==> src/rtl/mem_rr_arbiter.sv <==
// Round-robin arbiter that sequences N_REQ requesters onto one single-port
// memory with a fixed read latency, returning read data and a per-core ack.
module mem_rr_arbiter #(
  parameter int N_REQ     = 4,
  parameter int ADDR_W    = 8,
  parameter int DATA_W    = 8,
  parameter int MEM_DEPTH = 64,
  parameter int RD_LAT    = 1,
  localparam int IDX_W    = (N_REQ > 1) ? $clog2(N_REQ) : 1
) (
  input  logic                    clk,
  input  logic                    reset,
  input  logic [N_REQ-1:0]        req,
  input  logic [N_REQ-1:0]        rw,
  input  logic [N_REQ*ADDR_W-1:0] addr,
  input  logic [N_REQ*DATA_W-1:0] wdata,
  output logic [N_REQ-1:0]        ack,
  output logic                    err,
  output logic [DATA_W-1:0]       rdata,
  output logic [IDX_W-1:0]        grant_id,
  output logic                    busy,
  output logic                    mem_en,
  output logic                    mem_we,
  output logic [ADDR_W-1:0]       mem_addr,
  output logic [DATA_W-1:0]       mem_wdata,
  input  logic [DATA_W-1:0]       mem_rdata,
  output logic [15:0]             txn_count
);

  localparam int CNT_W = (RD_LAT > 1) ? $clog2(RD_LAT) : 1;
  localparam logic [ADDR_W:0] DEPTH_L = (ADDR_W + 1)'(MEM_DEPTH);

  typedef enum logic [1:0] {IDLE, ISSUE, WAIT, ACK} state_t;

  state_t             state_q, state_d;
  logic [IDX_W-1:0]   last_q, last_d;
  logic [IDX_W-1:0]   grant_q, grant_d;
  logic               rw_lat_q, rw_lat_d;
  logic [CNT_W-1:0]   cnt_q, cnt_d;
  logic [15:0]        txn_count_q, txn_count_d;
  logic [DATA_W-1:0]  rdata_q, rdata_d;
  logic [N_REQ-1:0]   ack_q, ack_d;
  logic               err_q, err_d;
  logic               mem_en_q, mem_en_d;
  logic               mem_we_q, mem_we_d;
  logic [ADDR_W-1:0]  mem_addr_q, mem_addr_d;
  logic [DATA_W-1:0]  mem_wdata_q, mem_wdata_d;

  logic [ADDR_W-1:0]  addr_arr  [N_REQ];
  logic [DATA_W-1:0]  wdata_arr [N_REQ];
  logic [IDX_W-1:0]   pick;
  logic               pick_oor;

  for (genvar gi = 0; gi < N_REQ; gi++) begin : g_unpack
    assign addr_arr[gi]  = addr[gi*ADDR_W +: ADDR_W];
    assign wdata_arr[gi] = wdata[gi*DATA_W +: DATA_W];
  end

  // First requester found scanning upward from the one after the last winner.
  function automatic logic [IDX_W-1:0] rr_pick(input logic [N_REQ-1:0] r,
                                               input logic [IDX_W-1:0] last);
    logic [IDX_W-1:0] sel;
    logic             found;
    int               k;
    sel   = '0;
    found = 1'b0;
    for (int i = 1; i <= N_REQ; i++) begin
      k = (int'(last) + i) % N_REQ;
      if (!found && r[k]) begin
        found = 1'b1;
        sel   = k[IDX_W-1:0];
      end
    end
    return sel;
  endfunction

  assign pick     = rr_pick(req, last_q);
  assign pick_oor = {1'b0, addr_arr[pick]} >= DEPTH_L;

  always_comb begin
    state_d     = state_q;
    last_d      = last_q;
    grant_d     = grant_q;
    rw_lat_d    = rw_lat_q;
    cnt_d       = cnt_q;
    txn_count_d = txn_count_q;
    rdata_d     = rdata_q;
    mem_addr_d  = mem_addr_q;
    mem_wdata_d = mem_wdata_q;
    ack_d       = '0;
    err_d       = 1'b0;
    mem_en_d    = 1'b0;
    mem_we_d    = 1'b0;
    unique case (state_q)
      IDLE: begin
        if (|req) begin
          grant_d  = pick;
          last_d   = pick;
          rw_lat_d = rw[pick];
          // Out-of-range requests skip the memory and ack on the next cycle.
          if (pick_oor) begin
            state_d     = ACK;
            ack_d[pick] = 1'b1;
            err_d       = 1'b1;
          end else begin
            state_d     = ISSUE;
            mem_en_d    = 1'b1;
            mem_we_d    = rw[pick];
            mem_addr_d  = addr_arr[pick];
            mem_wdata_d = wdata_arr[pick];
          end
        end
      end
      ISSUE: begin
        if (rw_lat_q) begin
          state_d        = ACK;
          ack_d[grant_q] = 1'b1;
        end else begin
          state_d = WAIT;
          cnt_d   = CNT_W'(RD_LAT - 1);
        end
      end
      WAIT: begin
        if (cnt_q == '0) begin
          rdata_d        = mem_rdata;
          state_d        = ACK;
          ack_d[grant_q] = 1'b1;
        end else begin
          cnt_d = cnt_q - CNT_W'(1);
        end
      end
      ACK: begin
        txn_count_d = txn_count_q + 16'd1;
        state_d     = IDLE;
      end
      default: state_d = IDLE;
    endcase
  end

  always_ff @(posedge clk or negedge reset) begin
    if (!reset) begin
      state_q     <= IDLE;
      last_q      <= IDX_W'(N_REQ - 1);
      grant_q     <= '0;
      rw_lat_q    <= 1'b0;
      cnt_q       <= '0;
      txn_count_q <= '0;
      rdata_q     <= '0;
      ack_q       <= '0;
      err_q       <= 1'b0;
      mem_en_q    <= 1'b0;
      mem_we_q    <= 1'b0;
      mem_addr_q  <= '0;
      mem_wdata_q <= '0;
    end else begin
      state_q     <= state_d;
      last_q      <= last_d;
      grant_q     <= grant_d;
      rw_lat_q    <= rw_lat_d;
      cnt_q       <= cnt_d;
      txn_count_q <= txn_count_d;
      rdata_q     <= rdata_d;
      ack_q       <= ack_d;
      err_q       <= err_d;
      mem_en_q    <= mem_en_d;
      mem_we_q    <= mem_we_d;
      mem_addr_q  <= mem_addr_d;
      mem_wdata_q <= mem_wdata_d;
    end
  end

  assign ack       = ack_q;
  assign err       = err_q;
  assign rdata     = rdata_q;
  assign grant_id  = grant_q;
  assign busy      = (state_q != IDLE);
  assign mem_en    = mem_en_q;
  assign mem_we    = mem_we_q;
  assign mem_addr  = mem_addr_q;
  assign mem_wdata = mem_wdata_q;
  assign txn_count = txn_count_q;

endmodule

==> config.mk <==
export PLATFORM = sky130hd
export DESIGN_NAME = mem_rr_arbiter
export DESIGN_NICKNAME = d
export VERILOG_FILES = /design/src/rtl/mem_rr_arbiter.sv
export SDC_FILE = /design/constraint.sdc
export NUM_CORES = 1
export LEC_CHECK = 0
export CORE_ASPECT_RATIO = 0.8
export CORE_MARGIN = 2
export CORE_UTILIZATION = 37
export DETAILED_ROUTE_END_ITERATION = 8
export HOLD_SLACK_MARGIN = 0.12
export MAX_ROUTING_LAYER = met4
export PLACE_DENSITY = 0.77
export SLEW_MARGIN = 20
export SYNTH_ARGS = -nofsm -noshare
export SYNTH_HDL_FRONTEND = slang
export SYNTH_SLANG_ARGS = --single-unit
==> constraint.sdc <==
create_clock -name clk -period 2.2 [get_ports clk]
set_input_delay 0.44 -clock clk [delete_from_list [all_inputs] [get_ports clk]]
set_output_delay 0.44 -clock clk [all_outputs]
set_load 0.02 [all_outputs]
==> impl_results.md <==
* Initial DRC Count at 70
* Synth top area cells: dfrtp_1 (48%), mux4_2 (12%), mux2_2 (7.5%)
* Fillers at 545
* Cts bufs inserted at 5
* Clk_skew at 0.00864 ns
* Worst Tran Pin Value at 0.470 ns
* Reg2reg start: last_q[1]
* Hold Crit Endpoint: txn_count[15]
* Status: finished, violations left
* Vias per std cell at just over 5
* Crit Path Max Fanout at 7
* First-pass GRT wire length at between 10 and 15 mm
* ANT cells at 0
* CP cell instances: mux2i_1, nor2_2, or4_4, o221ai_4, nand3_4, clkbuf_16, mux2_4
* FF+latch count, synth at 54
* Fin util at around 64%
* Total GRT Usage at 19.6%
* DRT antenna net count at 0
* PortBufs at 131
* Clock sinks at between 50 and 60
* Fmax at about 0.44 GHz
* # IOs at around 130
* CTS Root Buffer Type: clkbuf_8
* DP Area at roughly 4300 um^2
* Initial antenna violation count at 0
* Final hold slack at approximately 0.48 ns
* Register area share after synthesis at 50.0%
* CTS tree: yes
* Layout cells sized above 1 at 23.6%
* Register-to-register setup slack at -0.05 ns
* WL final at approximately 7.6 mm
* Req. time, crit path at about 2.4 ns
* Max clock buf depth at 2
* Setup ws final at -0.0474 ns
* Unrepaired setup endpoints after global routing: yes
* Core Footprint at 6990 um^2
* Distinct cells, synth at 39
* CP startpoint: last_q[1]
* Total die area at 8020 um^2
* Syn Nets at roughly 290
* EDFF count, synth at 0
* Worst Setup Start Kind: flop
* Asr flop ratio synth at 100%
* Mapped Area at approximately 2700 um^2
* Top FF cell, synth: dfrtp_1
* Fin. Hold Viols at 0
* Peak VDD IR at a little under 0.0007 V
* Height of the die at between 80 and 90 um
* Tcrit/Tclk final at 102%
* Failing checks: setup timing
* Yosys warns at 0
* Layout Nets at around 440
* CP Capture Type: flop
* Post-DP HPWL at 5.80 mm
* Mean routed wirelength per cell at ~17 um
* H-tree Lvls at 2
* Drt drc at 0
* Hold Path Depth at 1
* CP peak stage delay at about 0.56 ns
* Slowest CP cell: dfstp_2
* Vias in the first global route at roughly 2300
* Synth Instances at a little over 200
* Worst slew margin at ~69%
* Syn_area_per_cell at around 13 um^2
* Hold path start: txn_count[15]
* Reg-to-Reg End: mem_wdata[4]
* Placer Congestion at about 0.78
* Max Cap Violations at 0
* Syn-to-layout area delta at 65.9%
* Synth top cells by count: dfrtp_1 (52), mux2_2 (18), mux4_2 (14), nand2_1 (14)
* Slew Viols, Final at 0
* Initial Utilization at 38.7%
* Row count at 27
* Pwr Density at 1190 nW/um^2
* Setup violators final at 13
* Yosys top cell by area: dfrtp_1
* Largest net degree at the start of global routing at 36
* Leak at between 1.5 and 2 nW
* Width of the die at about 100 um
* Worst R2R Path Depth at 7
* Critical path class: flop to flop
* First-pass DRT Iterations at 4
* Clock Latency Late Sink at between 0.3 and 0.4 ns
* Worst Path Arrival at 2.45 ns
* Final Critical Period at approximately 2.2 ns
* Clk slew on worst S/H paths at ~0.1 ns
* GRT Residual Overflow at 0
* Post-synth top area share at between 40% and 50%
* HP Class: flop to flop
* Via count at between 2000 and 2500
* Design area at ~4500 um^2
* Top-count cell post-synth: dfrtp_1
## metrics by stage
| stage | cells | setup WS (ns) | setup TNS [ns] | power, W |
|---|---|---|---|---|
| 2_1_floorplan | 204 | -0.0538 | -0.583 | 0.00327 |
| 3_3_place_gp | 431 | -0.455 | -8.23 | 0.00450 |
| 3_5_place_dp | 431 | -0.541 | -10.14 | 0.00458 |
| 4_1_cts | 445 | -0.0513 | -0.602 | 0.00539 |
| 5_1_grt | 443 | -0.122 | -1.70 | 0.00566 |
| 6_report | 443 | -0.0474 | -0.408 | 0.00534 |
## final cells by class
| class | count | area [um^2] | area share, % |
|---|---|---|---|
| timing repair buffer | 151 | 1530 | 34.1 |
| sequential | 54 | 1350 | 30.2 |
| multi-input combinational | 137 | 1350 | 30.2 |
| tap | 87 | 109 | 2.42 |
| clock buffer | 5 | 68.8 | 1.53 |
| clock inverter | 3 | 48.8 | 1.09 |
| inverter | 6 | 22.5 | 0.502 |
## critical path: cells and delay by family, from the launching register on
kind | cells | cell delay [ns]
compound gates | 1 | 0.22
buf+inv | 1 | 0.20
flops | 1 | 0.56
mux | 2 | 0.50
simple gates | 3 | 0.66
## metal layers
| metal | global-route usage [%] | routed length [um] | up-vias |
|---|---|---|---|
| met5 | - | 0 | - |
| met4 | 4.66 | 81 | 0 |
| met3 | 4.09 | 463 | 7 |
| met2 | 33.0 | 3810 | 84 |
| met1 | 24.6 | 3270 | 1109 |
| li1 | - | - | 1042 |
## cell families (layout without fill, tap and decap cells)
family / count (synthesis) / in the layout / share of synthesized area (%)
AND/OR/NAND/NOR: 52 / 52 / 10.3
flip-flops: 54 / 54 / 50.0
multiplexers: 42 / 42 / 23.9
AO/OA/AOI/OAI: 23 / 23 / 6.19
XOR/XNOR: 15 / 15 / 4.85
adder cells (fa/ha/maj): 5 / 5 / 2.31
buffers and inverters: 13 / 165 / 2.36
## flip-flops by register name, indices dropped and copies added (netlist names), 2 cells and up
register   flops
grant_id       2
ack            4
state_q        2
rdata          8
mem_wdata      8
txn_count     16
last_q         2
mem_addr       8
## worst max path at each step
stage                        end  slack [ns]  cells after the start
finish              mem_wdata[4]       -0.05                      7
global route        mem_wdata[4]       -0.12                      7
CTS                  mem_addr[3]       -0.05                      7
detailed placement   mem_addr[4]       -0.54                      7
global placement     mem_addr[2]       -0.46                      7
floorplan           mem_wdata[1]       -0.05                      6
## power by group
part           internal [W]  switching (W)  total (W)
Clock              0.000347       0.000347   0.000694
Combinational       0.00166        0.00134    0.00301
Sequential          0.00138       0.000258    0.00164
Total               0.00339        0.00195    0.00534
## placed cells by master (no fill, tap or decap), drive strengths merged
master,count
or2,1
clkbuf,6
dfstp,2
o31a,1
or3,1
mux2,24
a211oi,2
dlygate4sd3,1
inv,7
mux2i,4
clkinvlp,1
ha,5
nand2b,2
o221ai,1
a21boi,1
a21oi,7
nor4,1
or4,1
nor3,1
xor2,3
nand3,4
and2,5
nor2b,2
nand2,14
bufinv,1
mux4,14
dfrtp,52
a211o,3
o32ai,4
xnor2,12
and4,1
nor2,13
o21ai,3
and3,2
o21ba,1
dlygate4sd2,4
nand4,4
buf,19
clkdlybuf4s50,126
## timing repair
action,in CTS,in global routing
pin swaps,1,7
endpoints found under the hold margin,19,0
hold buffers,1,0
buffers inserted,4,0
setup endpoints to repair,19,19
gates cloned,1,1
gates resized for setup,9,11
Power figures use the tool's default switching activity.
